--- config.mk ---
export PLATFORM = sky130hd
export DESIGN_NAME = ps2_transmit_flat
export DESIGN_NICKNAME = d
export VERILOG_FILES = /design/src/rtl/ps2_pkg.sv /design/src/rtl/ps2_transmit_if.sv /design/src/rtl/ps2_sync.sv /design/src/rtl/ps2_transmit.sv /design/src/flat_wrapper.sv
export SDC_FILE = /design/constraint.sdc
export NUM_CORES = 1
export LEC_CHECK = 0
export ABC_AREA = 1
export CORE_UTILIZATION = 60
export CTS_BUF_LIST = sky130_fd_sc_hd__clkbuf_4
export CTS_CLUSTER_DIAMETER = 40
export DETAILED_ROUTE_END_ITERATION = 16
export HOLD_SLACK_MARGIN = 0.08
export PLACE_DENSITY_LB_ADDON = 0.08
export RECOVER_POWER = 25
export SKIP_LAST_GASP = 1
export SLEW_MARGIN = 20
export SYNTH_ARGS = -nofsm -noshare
export SYNTH_HDL_FRONTEND = slang
export SYNTH_HIERARCHICAL = 1
export SYNTH_SLANG_ARGS = --single-unit
--- constraint.sdc ---
create_clock -name clock -period 1.9 [get_ports clock]
set_input_delay 0.38 -clock clock [delete_from_list [all_inputs] [get_ports clock]]
set_output_delay 0.38 -clock clock [all_outputs]
set_load 0.01 [all_outputs]
--- src/rtl/ps2_pkg.sv ---
// Shared definitions for the PS/2 host-to-device transmitter: state encoding,
// result codes and default timing in 50 MHz clock cycles.
package ps2_pkg;

  typedef enum logic [2:0] {
    S_IDLE,
    S_INHIBIT,
    S_START,
    S_BITS,
    S_RELEASE
  } state_e;

  localparam logic [1:0] ERR_OK      = 2'b00;
  localparam logic [1:0] ERR_NOACK   = 2'b01;
  localparam logic [1:0] ERR_TIMEOUT = 2'b10;

  localparam int unsigned CNT_W = 20;

  localparam int unsigned DEF_INHIBIT_CYCLES = 5000;
  localparam int unsigned DEF_START_CYCLES   = 20;
  localparam int unsigned DEF_START_TIMEOUT  = 750000;
  localparam int unsigned DEF_PACKET_TIMEOUT = 100000;

endpackage

--- src/rtl/ps2_transmit_if.sv ---
// Host-side command handshake of the PS/2 transmitter.
interface ps2_transmit_if;
  logic [7:0] tx_data;
  logic       tx_start;
  logic       busy;
  logic       done;
  logic [1:0] err;

  modport master (output tx_data, output tx_start, input busy, input done, input err);
  modport slave  (input tx_data, input tx_start, output busy, output done, output err);
endinterface

--- src/rtl/ps2_sync.sv ---
// Two-flop synchronizer for a raw PS/2 pin plus a falling-edge detector on the
// synchronized level. All flops idle high, matching a released bus line.
module ps2_sync (
  input  logic clk,
  input  logic rst_n,
  input  logic pin_i,
  output logic level_o,
  output logic fall_o
);

  logic meta_q, meta_d;
  logic sync_q, sync_d;
  logic prev_q, prev_d;

  always_comb begin
    meta_d = pin_i;
    sync_d = meta_q;
    prev_d = sync_q;
  end

  always_ff @(posedge clk or negedge rst_n) begin
    if (!rst_n) begin
      meta_q <= 1'b1;
      sync_q <= 1'b1;
      prev_q <= 1'b1;
    end else begin
      meta_q <= meta_d;
      sync_q <= sync_d;
      prev_q <= prev_d;
    end
  end

  assign level_o = sync_q;
  assign fall_o  = prev_q & ~sync_q;

endmodule

--- src/rtl/ps2_transmit.sv ---
// PS/2 host-to-device command transmitter: inhibits the bus, issues request-to-
// send, shifts the byte on device clock edges and reports ack / no-ack / timeout.
module ps2_transmit
  import ps2_pkg::*;
#(
  parameter int unsigned INHIBIT_CYCLES = DEF_INHIBIT_CYCLES,
  parameter int unsigned START_CYCLES   = DEF_START_CYCLES,
  parameter int unsigned START_TIMEOUT  = DEF_START_TIMEOUT,
  parameter int unsigned PACKET_TIMEOUT = DEF_PACKET_TIMEOUT
) (
  input  logic          clock,
  input  logic          resetn,
  input  logic          ps2_clk_i,
  input  logic          ps2_dat_i,
  output logic          ps2_clk_oe,
  output logic          ps2_dat_oe,
  ps2_transmit_if.slave host
);

  localparam logic [CNT_W-1:0] INH_LAST = CNT_W'(INHIBIT_CYCLES - 1);
  localparam logic [CNT_W-1:0] STR_LAST = CNT_W'(START_CYCLES - 1);
  localparam logic [CNT_W-1:0] STO_LAST = CNT_W'(START_TIMEOUT - 1);
  localparam logic [CNT_W-1:0] PTO_LAST = CNT_W'(PACKET_TIMEOUT - 1);

  state_e           state_q, state_d;
  logic [CNT_W-1:0] cnt_q, cnt_d;
  logic [3:0]       idx_q, idx_d;
  logic [7:0]       data_q, data_d;
  logic             par_q, par_d;
  logic             clk_oe_q, clk_oe_d;
  logic             dat_oe_q, dat_oe_d;
  logic             done_q, done_d;
  logic [1:0]       err_q, err_d;

  logic clk_lvl, clk_fall, dat_lvl, dat_fall_unused;

  ps2_sync u_clk_sync (
    .clk     (clock),
    .rst_n   (resetn),
    .pin_i   (ps2_clk_i),
    .level_o (clk_lvl),
    .fall_o  (clk_fall)
  );

  ps2_sync u_dat_sync (
    .clk     (clock),
    .rst_n   (resetn),
    .pin_i   (ps2_dat_i),
    .level_o (dat_lvl),
    .fall_o  (dat_fall_unused)
  );

  always_comb begin
    state_d  = state_q;
    cnt_d    = (cnt_q == '1) ? cnt_q : cnt_q + 1'b1;
    idx_d    = idx_q;
    data_d   = data_q;
    par_d    = par_q;
    clk_oe_d = clk_oe_q;
    dat_oe_d = dat_oe_q;
    done_d   = 1'b0;
    err_d    = err_q;

    unique case (state_q)
      S_IDLE: begin
        cnt_d = '0;
        if (host.tx_start) begin
          data_d   = host.tx_data;
          par_d    = ~^host.tx_data;
          idx_d    = '0;
          clk_oe_d = 1'b1;
          state_d  = S_INHIBIT;
        end
      end
      S_INHIBIT: begin
        if (cnt_q >= INH_LAST) begin
          cnt_d    = '0;
          dat_oe_d = 1'b1;
          state_d  = S_START;
        end
      end
      S_START: begin
        if (cnt_q >= STR_LAST) begin
          cnt_d    = '0;
          clk_oe_d = 1'b0;
          idx_d    = '0;
          state_d  = S_BITS;
        end
      end
      S_BITS: begin
        if (clk_fall) begin
          // idx_q counts edges already seen; the packet timer restarts on edge 1
          idx_d = idx_q + 1'b1;
          if (idx_q == 4'd0) cnt_d = '0;
          if (idx_q <= 4'd7)       dat_oe_d = ~data_q[idx_q[2:0]];
          else if (idx_q == 4'd8)  dat_oe_d = ~par_q;
          else if (idx_q == 4'd9)  dat_oe_d = 1'b0;
          else begin
            err_d   = dat_lvl ? ERR_NOACK : ERR_OK;
            state_d = S_RELEASE;
          end
        end else if ((idx_q == 4'd0 && cnt_q >= STO_LAST) ||
                     (idx_q != 4'd0 && cnt_q >= PTO_LAST)) begin
          clk_oe_d = 1'b0;
          dat_oe_d = 1'b0;
          done_d   = 1'b1;
          err_d    = ERR_TIMEOUT;
          state_d  = S_IDLE;
        end
      end
      S_RELEASE: begin
        if (clk_lvl && dat_lvl) begin
          done_d  = 1'b1;
          state_d = S_IDLE;
        end
      end
      default: state_d = S_IDLE;
    endcase
  end

  always_ff @(posedge clock or negedge resetn) begin
    if (!resetn) begin
      state_q  <= S_IDLE;
      cnt_q    <= '0;
      idx_q    <= '0;
      data_q   <= '0;
      par_q    <= 1'b1;
      clk_oe_q <= 1'b0;
      dat_oe_q <= 1'b0;
      done_q   <= 1'b0;
      err_q    <= ERR_OK;
    end else begin
      state_q  <= state_d;
      cnt_q    <= cnt_d;
      idx_q    <= idx_d;
      data_q   <= data_d;
      par_q    <= par_d;
      clk_oe_q <= clk_oe_d;
      dat_oe_q <= dat_oe_d;
      done_q   <= done_d;
      err_q    <= err_d;
    end
  end

  assign ps2_clk_oe = clk_oe_q;
  assign ps2_dat_oe = dat_oe_q;
  assign host.busy  = (state_q != S_IDLE);
  assign host.done  = done_q;
  assign host.err   = err_q;

endmodule

--- src/flat_wrapper.sv ---
// flat-port wrapper written by rule: the top's interface ports become plain ports
module ps2_transmit_flat import ps2_pkg::*;
#(
  parameter int unsigned INHIBIT_CYCLES = DEF_INHIBIT_CYCLES,
  parameter int unsigned START_CYCLES   = DEF_START_CYCLES,
  parameter int unsigned START_TIMEOUT  = DEF_START_TIMEOUT,
  parameter int unsigned PACKET_TIMEOUT = DEF_PACKET_TIMEOUT
)
  (clock, resetn, ps2_clk_i, ps2_dat_i, ps2_clk_oe, ps2_dat_oe, host_tx_data, host_tx_start, host_busy, host_done, host_err);
  ps2_transmit_if host_i ();
  input  logic clock;
  input  logic resetn;
  input  logic ps2_clk_i;
  input  logic ps2_dat_i;
  output logic ps2_clk_oe;
  output logic ps2_dat_oe;
  input wire logic [$bits(host_i.tx_data)-1:0] host_tx_data;
  input wire logic [$bits(host_i.tx_start)-1:0] host_tx_start;
  output wire logic [$bits(host_i.busy)-1:0] host_busy;
  output wire logic [$bits(host_i.done)-1:0] host_done;
  output wire logic [$bits(host_i.err)-1:0] host_err;
  assign host_i.tx_data = host_tx_data;
  assign host_i.tx_start = host_tx_start;
  assign host_busy = host_i.busy;
  assign host_done = host_i.done;
  assign host_err = host_i.err;
  ps2_transmit #(.INHIBIT_CYCLES(INHIBIT_CYCLES), .START_CYCLES(START_CYCLES), .START_TIMEOUT(START_TIMEOUT), .PACKET_TIMEOUT(PACKET_TIMEOUT)) u_core (.clock(clock), .resetn(resetn), .ps2_clk_i(ps2_clk_i), .ps2_dat_i(ps2_dat_i), .ps2_clk_oe(ps2_clk_oe), .ps2_dat_oe(ps2_dat_oe), .host(host_i));
endmodule
==> impl_metrics.env, run 1 <==
export IMPL_crit_path_top_delay_cell="dfrtp_2"
export IMPL_skew_ns=0.0120
export IMPL_powerDensity_nw_per_um2=1020
export IMPL_reg2regPathDepth=11
export IMPL_htree_levels=2
export IMPL_io_pins=19
export IMPL_die_h_um=71.9
export IMPL_setup_viol=0
export IMPL_rows=25
export IMPL_r2r_setup_slack_ns=0.15
export IMPL_status="completed"
export IMPL_fmax_mhz=570
export IMPL_initial_utilization=0.620
export IMPL_final_hold_violation_count=0
export IMPL_use_met1=0.429
export IMPL_vias_per_cell=5.33
export IMPL_cts_tree="built"
export IMPL_whs_path_depth=0
export IMPL_hpwl_um=5150
export IMPL_drive_gt1_frac=0.152
export IMPL_drt_initial_drc_count=278
export IMPL_leakage_nw=1.71
export IMPL_clk_pin_slew_worst_paths_ns=0.13
export IMPL_ant_nets=0
export IMPL_cts_sinks=46
export IMPL_finalPower_mw=3.42
export IMPL_core_um2=4720
export IMPL_end_kind="flop"
export IMPL_worstPathRequired_ns=2.20
export IMPL_grtUsageTotal=0.289
export IMPL_synth_area_um2=2930
export IMPL_synth_nets=426
export IMPL_path_delay_family="simple AND/OR/NAND/NOR gates"
export IMPL_vias=2701
export IMPL_fin_area_um2=3360
export IMPL_maxSlewViolCount=0
export IMPL_grtUsageMet3=0.0450
export IMPL_min_path_type="flop to flop"
export IMPL_r2r_end="u_core/cnt_q[5]$_DFF_PN0_"
export IMPL_drc=0
export IMPL_cp_start_kind="flop"
export IMPL_finalSetupTns_ns=0
export IMPL_grt_max_degree=34
export IMPL_worst_hold_path_endpoint="u_core/u_dat_sync/level_o$_DFF_PN1_"
export IMPL_vdd_ir_drop_max_mv=0.593
export IMPL_grt_pass1_vias=2485
export IMPL_cts_made_buffers=5
export IMPL_critical_path_max_stage_delay_ns=0.46
export IMPL_ys_warnings_count=6
export IMPL_routed_wirelength_um=6800
export IMPL_die_area_um2=5160
export IMPL_busiest_layer="met2"
export IMPL_fp_dieW_um=71.9
export IMPL_place_port_buffers=18
export IMPL_grt_overflow=0
export IMPL_synthToLayoutAreaGrowth_pct=14.8
export IMPL_crit_arrival_ns=2.05
export IMPL_diodes=0
export IMPL_tightest_slew_ns=0.818
export IMPL_r2r_start="u_core/state_q[2]$_DFFE_PN0P_"
export IMPL_grt_pass1_wl_um=11600
export IMPL_wire_per_inst_um=13.4
export IMPL_hold_start="u_core/u_dat_sync/meta_q$_DFF_PN1_"
export IMPL_avgSynthCellArea_um2=7.16
export IMPL_crit_type="flop to flop"
export IMPL_period_needed_ns=1.75
export IMPL_clock_latency_ns=0.37
export IMPL_firstDrtPassIters=5
export IMPL_fin_crit_sh=0.923
export IMPL_maxCapViolCount=0
export IMPL_path_buf_inv=3
export IMPL_root_buffer="clkbuf_4"
export IMPL_grt_use_met2=0.442
export IMPL_slew_headroom=0.454
export IMPL_nets=456
export IMPL_crit_fanout=20
export IMPL_fin_hold_ws_ns=0.369
export IMPL_crit_chain="buf_4 -> inv_2 -> nand2_1 -> nor2_2 -> nand3_1 -> nor2_1 -> nand2_1 -> nand3_1 -> buf_12 -> o21ai_0 -> nor2_1"
export IMPL_cp_depth=11
export IMPL_finalWeightedCongestion=0.990
export IMPL_clockBufferDepth=2
export IMPL_post_synth_inst_count=409
export IMPL_grt_antenna_before_repair=0
export IMPL_utilization=0.712
export IMPL_dpl_cell_area_um2=3240
what timing repair did:
item                       in CTS  in global routing
setup buffers                   3                  0
hold buffers                    1                  0
resized for setup               5                  5
setup endpoints to repair       1                 12
hold endpoints to repair       13                  0
cloned                          0                  0
metrics by stage:
step	setup WS, ns	cells
global route	-0.0217	507
CTS	0.142	507
global placement	0.167	495
floorplan	0.188	409
detailed placement	0.173	495
finish	0.147	507
placed cells by master, fill, tap and decap left out, types with 5 or more instances in the layout:
cell type	count
o21ai_1	8
nand2_1	96
nor2_2	6
dfstp_2	5
nand3_1	39
dfrtp_1	36
a21oi_1	13
o21ai_0	7
nand2_2	7
inv_2	7
inv_1	54
nor2_1	58
clkdlybuf4s50_1	14
xnor2_1	6
nor3_1	7
clkbuf_4	7
nand4_1	8
buf_4	10
flip-flops by register name (all words and copies together), names as in the netlist:
signal	flops
u_core/idx_q	4
u_core/ps2_dat_oe	1
u_core/ps2_clk_oe	1
u_core/cnt_q	20
u_core/u_dat_sync/meta_q	1
u_core/u_dat_sync/level_o	1
u_core/u_clk_sync/meta_q	1
u_core/host.err	2
u_core/host.done	1
u_core/u_clk_sync/prev_q	1
u_core/par_q	1
u_core/data_q	8
u_core/state_q	3
u_core/u_clk_sync/level_o	1
area by class of cell:
class / count / area (um^2)
Multi-Input combinational cell: 291 / 1510
Fill cell: 426 / 1360
Sequential cell: 46 / 1160
Timing Repair Buffer: 31 / 285
Inverter: 64 / 240
Tap cell: 67 / 83.8
Clock buffer: 6 / 45.0
Clock inverter: 2 / 33.8
power breakdown:
| group | total (mW) | internal, mW | switching [mW] |
|---|---|---|---|
| sequential | 1.32 | 1.20 | 0.119 |
| combinational | 1.50 | 0.632 | 0.865 |
| clock | 0.607 | 0.289 | 0.318 |
| total | 3.42 | 2.12 | 1.30 |
routing by layer:
metal | wire, um | share of wire
met1 | 3200 | 0.47
met2 | 3160 | 0.47
met3 | 364 | 0.054
met4 | 74 | 0.011
met5 | 0 | 0
worst max path at each step:
stage	slack, ns	end	start
3_3_place_gp	0.17	u_core/cnt_q[5]$_DFF_PN0_	u_core/cnt_q[0]$_DFF_PN0_
3_5_place_dp	0.17	u_core/idx_q[2]$_DFFE_PN0P_	host_tx_start
5_1_grt	-0.02	u_core/cnt_q[5]$_DFF_PN0_	u_core/state_q[2]$_DFFE_PN0P_
4_1_cts	0.14	u_core/cnt_q[5]$_DFF_PN0_	u_core/cnt_q[0]$_DFF_PN0_
2_1_floorplan	0.19	u_core/state_q[0]$_DFFE_PN0P_	u_core/idx_q[0]$_DFFE_PN0P_
6_report	0.15	u_core/cnt_q[5]$_DFF_PN0_	u_core/state_q[2]$_DFFE_PN0P_
Power figures use the tool's default switching activity.
==> inputs of run 2 (changes only) <==
==> constraint.sdc (replaced) <==
create_clock -name clock -period 1.8 [get_ports clock]
set_input_delay 0.36 -clock clock [delete_from_list [all_inputs] [get_ports clock]]
set_output_delay 0.36 -clock clock [all_outputs]
set_load 0.01 [all_outputs]
==> impl_metrics.env, run 2 (synthesis gave the netlist of run 1 again) <==
export IMPL_cp_start_kind="flop"
export IMPL_leakage_nw=1.76
export IMPL_dp_cells=498
export IMPL_worstPathRequired_ns=2.07
export IMPL_setup_viol=0
export IMPL_reg_largest_list="u_core/cnt_q (20), u_core/data_q (8), u_core/idx_q (4)"
export IMPL_grt_overflow=0
export IMPL_top_register="u_core/cnt_q"
export IMPL_ant_nets=0
export IMPL_slew_headroom=0.320
export IMPL_skew_ns=0.0144
export IMPL_vias=2753
export IMPL_die_area_um2=5160
export IMPL_finalWeightedCongestion=0.916
export IMPL_status="completed"
export IMPL_grt_pass1_wl_um=11100
export IMPL_die_h_um=71.9
export IMPL_end_kind="flop"
export IMPL_crit_top_cell="nor2_1"
export IMPL_htree_levels=2
export IMPL_cts_tree="built"
export IMPL_initial_utilization=0.620
export IMPL_fin_crit_sh=0.983
export IMPL_firstDrtPassIters=4
export IMPL_place_port_buffers=18
export IMPL_crit_type="flop to flop"
export IMPL_maxCapViolCount=0
export IMPL_drc=0
export IMPL_drive_gt1_frac=0.193
export IMPL_cts_made_buffers=5
export IMPL_cts_sinks=46
export IMPL_maxSlewViolCount=0
export IMPL_fmax_mhz=565
export IMPL_fin_hold_ws_ns=0.365
export IMPL_min_path_type="flop to flop"
export IMPL_clock_latency_ns=0.37
export IMPL_routed_wirelength_um=6710
export IMPL_nets=466
export IMPL_path_buf_inv=2
export IMPL_crit_path_top_delay_cell="dfrtp_1"
export IMPL_diodes=0
export IMPL_grt_max_degree=47
export IMPL_grt_antenna_before_repair=0
export IMPL_layout_common_cells="95 x nand2_1, 56 x nor2_1, 53 x inv_1"
export IMPL_rsz0062_at_grt="true"
export IMPL_wire_per_inst_um=13.0
export IMPL_layout_commonest_cell="nand2_1"
export IMPL_clk_pin_slew_worst_paths_ns=0.14
export IMPL_stdcell_count=517
export IMPL_root_buffer="clkbuf_4"
export IMPL_crit_chain="nand2_1 -> nor2_2 -> inv_1 -> nor4_4 -> buf_4 -> nand3_2 -> nor2_1 -> nor2_1"
export IMPL_critical_path_max_stage_delay_ns=0.47
export IMPL_io_pins=19
export IMPL_vdd_ir_drop_max_mv=0.622
export IMPL_powerDensity_nw_per_um2=1030
export IMPL_crit_arrival_ns=2.04
export IMPL_fp_dieW_um=71.9
export IMPL_core_um2=4720
export IMPL_largest_reg_flops=20
export IMPL_crit_fanout=4
export IMPL_grt_pass1_vias=2386
export IMPL_hpwl_um=4910
export IMPL_synthToLayoutAreaGrowth_pct=17.9
export IMPL_period_needed_ns=1.77
export IMPL_drt_initial_drc_count=196
export IMPL_final_hold_violation_count=0
export IMPL_grtUsageTotal=0.280
export IMPL_clockBufferDepth=2
export IMPL_path_delay_family="simple AND/OR/NAND/NOR gates"
export IMPL_rows=25
export IMPL_vias_per_cell=5.32
export IMPL_tightest_slew_ns=1.02
export IMPL_finalPower_mw=3.55
-- run 2: cell count changes in the layout (fill, tap and decap cells not counted), sizes merged --
cell	previous run	this run
buf	11	23
clkbuf	8	5
bufinv	1	0
clkinv	4	5
clkinvlp	0	1
-- run 2: what timing repair did --
action / in CTS / in global routing
hold buffers: 1 / 0
endpoints found under the setup margin: 1 / 28
pin swaps: 0 / 5
buffers inserted: 2 / 8
endpoints found under the hold margin: 40 / 0
gates resized for setup: 5 / 16
-- run 2: report_power, final --
part / switching, mW / leakage (nW) / internal, mW / total [mW]
clock: 0.354 / 0.0312 / 0.152 / 0.507
combinational: 0.923 / 1.15 / 0.702 / 1.63
sequential: 0.157 / 0.576 / 1.27 / 1.42
total: 1.43 / 1.76 / 2.12 / 3.55
-- run 2: stage by stage --
stage / TNS [ns] / util / cell area, um^2 / setup WS, ns
after global routing: -0.111 / 0.731 / 3450 / -0.0531
after floorplan: 0 / - / 2930 / 0.0883
after CTS: 0 / 0.710 / 3350 / 0.0126
after detailed placement: 0 / 0.691 / 3260 / 0.0356
final: 0 / 0.731 / 3450 / 0.0298
after global placement: 0 / 0.691 / 3260 / 0.110
-- run 2: final timing paths --
check | startpoint | end | slack (ns) | depth (start not counted)
setup / recovery | u_core/cnt_q[2]$_DFF_PN0_ | u_core/cnt_q[13]$_DFF_PN0_ | 0.03 | 8
min in group asynchronous | resetn | u_core/cnt_q[1]$_DFF_PN0_ | 0.77 | 3
setup reg to reg | u_core/cnt_q[2]$_DFF_PN0_ | u_core/cnt_q[13]$_DFF_PN0_ | 0.03 | 8
hold reg to reg | u_core/u_dat_sync/meta_q$_DFF_PN1_ | u_core/u_dat_sync/level_o$_DFF_PN1_ | 0.37 | 0
max in group asynchronous | resetn | u_core/state_q[0]$_DFFE_PN0P_ | 0.34 | 3
hold / removal | u_core/u_dat_sync/meta_q$_DFF_PN1_ | u_core/u_dat_sync/level_o$_DFF_PN1_ | 0.37 | 0
-- run 2: area by class of cell --
class / count / area (um^2)
Multi-Input combinational cell: 291 / 1540
Clock buffer: 5 / 37.5
Fill cell: 364 / 1270
Timing Repair Buffer: 41 / 359
Tap cell: 67 / 83.8
Inverter: 64 / 240
Clock inverter: 3 / 21.3
Sequential cell: 46 / 1170
-- run 2: metal layers --
metal  vias to the layer above  routed length, um  track usage
li1                       1373                  -            -
met1                      1248               3100        0.418
met2                       121               3050        0.419
met3                        11                472       0.0549
met4                         0                 87       0.0697
met5                         -                  0            0
==> inputs of run 3 (changes only) <==
--- a/config.mk
+++ b/config.mk
@@ -13,6 +13,8 @@
 export HOLD_SLACK_MARGIN = 0.08
 export PLACE_DENSITY_LB_ADDON = 0.08
 export RECOVER_POWER = 25
+export REMOVE_ABC_BUFFERS = 1
+export SETUP_SLACK_MARGIN = 0.02
 export SKIP_LAST_GASP = 1
 export SLEW_MARGIN = 20
 export SYNTH_ARGS = -nofsm -noshare
==> impl_metrics.env, run 3 (synthesis gave the netlist of run 1 again) <==
export IMPL_crit_type="flop to flop"
export IMPL_root_buffer="clkbuf_4"
export IMPL_clk_pin_slew_worst_paths_ns=0.13
export IMPL_end_kind="flop"
export IMPL_place_port_buffers=18
export IMPL_firstDrtPassIters=5
export IMPL_synthToLayoutAreaGrowth_pct=17.1
export IMPL_diodes=0
export IMPL_fin_hold_ws_ns=0.371
export IMPL_skew_ns=0.0133
export IMPL_setup_viol=0
export IMPL_cts_made_buffers=5
export IMPL_clock_latency_ns=0.35
export IMPL_finalSetupTns_ns=0
export IMPL_path_buf_inv=2
export IMPL_layout_commonest_cell="nand2_1"
export IMPL_crit_top_cell="nor2_4"
export IMPL_min_path_type="flop to flop"
export IMPL_layout_common_cells="95 x nand2_1, 56 x nor2_1, 52 x inv_1"
export IMPL_worstPathRequired_ns=2.05
export IMPL_grt_max_degree=26
export IMPL_io_pins=19
export IMPL_vias_per_cell=5.16
export IMPL_rows=25
export IMPL_vdd_ir_drop_max_mv=0.655
export IMPL_hpwl_um=5030
export IMPL_ant_nets=0
export IMPL_maxCapViolCount=0
export IMPL_path_delay_family="simple AND/OR/NAND/NOR gates"
export IMPL_initial_utilization=0.620
export IMPL_maxSlewViolCount=0
export IMPL_fin_crit_sh=0.936
export IMPL_cts_sinks=46
export IMPL_crit_chain="ha_4 -> nand2_4 -> nor2_4 -> inv_2 -> nor2_4 -> nand2_2 -> nor2_4 -> nand2_4 -> nand3_1 -> nand2_1 -> clkinv_1 -> nor2_1"
export IMPL_grt_pass1_wl_um=11200
export IMPL_period_needed_ns=1.68
export IMPL_slew_headroom=0.666
export IMPL_die_h_um=71.9
export IMPL_htree_levels=2
export IMPL_reg_largest_list="u_core/cnt_q (20), u_core/data_q (8), u_core/idx_q (4)"
export IMPL_largest_reg_flops=20
export IMPL_crit_path_top_delay_cell="dfrtp_1"
export IMPL_nets=459
export IMPL_wire_per_inst_um=12.7
export IMPL_top_register="u_core/cnt_q"
export IMPL_powerDensity_nw_per_um2=1010
export IMPL_crit_arrival_ns=1.94
export IMPL_stdcell_count=510
export IMPL_die_area_um2=5160
export IMPL_fmax_mhz=594
export IMPL_critical_path_max_stage_delay_ns=0.42
export IMPL_grt_overflow=0
export IMPL_grt_pass1_vias=2420
export IMPL_grtUsageTotal=0.277
export IMPL_grt_antenna_before_repair=0
export IMPL_cts_tree="built"
export IMPL_status="completed"
export IMPL_drc=0
export IMPL_tightest_slew_ns=0.501
export IMPL_worst_slack_ns=0.116
export IMPL_fp_dieW_um=71.9
export IMPL_core_um2=4720
export IMPL_cp_start_kind="flop"
export IMPL_utilization=0.726
export IMPL_leakage_nw=1.73
export IMPL_crit_fanout=8
export IMPL_drt_initial_drc_count=232
export IMPL_rsz0062_at_grt="true"
export IMPL_dp_cells=495
export IMPL_final_hold_violation_count=0
export IMPL_drive_gt1_frac=0.196
export IMPL_routed_wirelength_um=6460
export IMPL_place_ws_ns=0.0455
export IMPL_clockBufferDepth=2
export IMPL_finalWeightedCongestion=1.01
export IMPL_vias=2630
run 3: final timing paths:
| path | slack (ns) | startpoint | endpoint | cells past startpoint |
|---|---|---|---|---|
| min in group asynchronous | 0.49 | resetn | u_core/ps2_clk_oe$_DFFE_PN0P_ | 2 |
| setup / recovery | 0.12 | u_core/cnt_q[1]$_DFF_PN0_ | u_core/cnt_q[11]$_DFF_PN0_ | 12 |
| hold / removal | 0.37 | u_core/u_dat_sync/meta_q$_DFF_PN1_ | u_core/u_dat_sync/level_o$_DFF_PN1_ | 0 |
| hold reg to reg | 0.37 | u_core/u_dat_sync/meta_q$_DFF_PN1_ | u_core/u_dat_sync/level_o$_DFF_PN1_ | 0 |
| max in group asynchronous | 0.74 | resetn | u_core/par_q$_DFFE_PN1P_ | 3 |
| setup reg to reg | 0.12 | u_core/cnt_q[1]$_DFF_PN0_ | u_core/cnt_q[11]$_DFF_PN0_ | 12 |
run 3: power breakdown:
part	switching, mW	internal, mW	leakage (nW)
logic	0.906	0.682	1.13
registers	0.156	1.27	0.571
clock network	0.319	0.146	0.0286
total	1.38	2.09	1.73
run 3: per-layer routing:
metal	share of wire	routed length (um)	vias to the layer above	track usage
met2	0.45	2930	62	0.422
met3	0.044	286	4	0.0492
met4	0.0053	34	0	0.0654
met1	0.50	3210	1199	0.410
li1	-	-	1365	-
met5	0	0	-	0
run 3: area by class of cell:
type / count / area (um^2)
Sequential cell: 46 / 1170
Multi-Input combinational cell: 291 / 1560
Clock buffer: 5 / 37.5
Tap cell: 67 / 83.8
Clock inverter: 3 / 16.3
Timing Repair Buffer: 34 / 322
Inverter: 64 / 244
Fill cell: 409 / 1290
run 3: what timing repair did:
item	4_1_cts	5_1_grt
hold endpoints to repair	16	0
pin swaps	0	5
hold buffers	1	0
gates resized for setup	5	24
setup buffers	1	5
endpoints found under the setup margin	1	24
run 3: through the flow:
step	total power, mW	area [um^2]
final	3.48	3430
after global routing	3.81	3430
after CTS	3.41	3320
after detailed placement	2.91	3240
after global placement	2.87	3240
after floorplan	2.37	2890
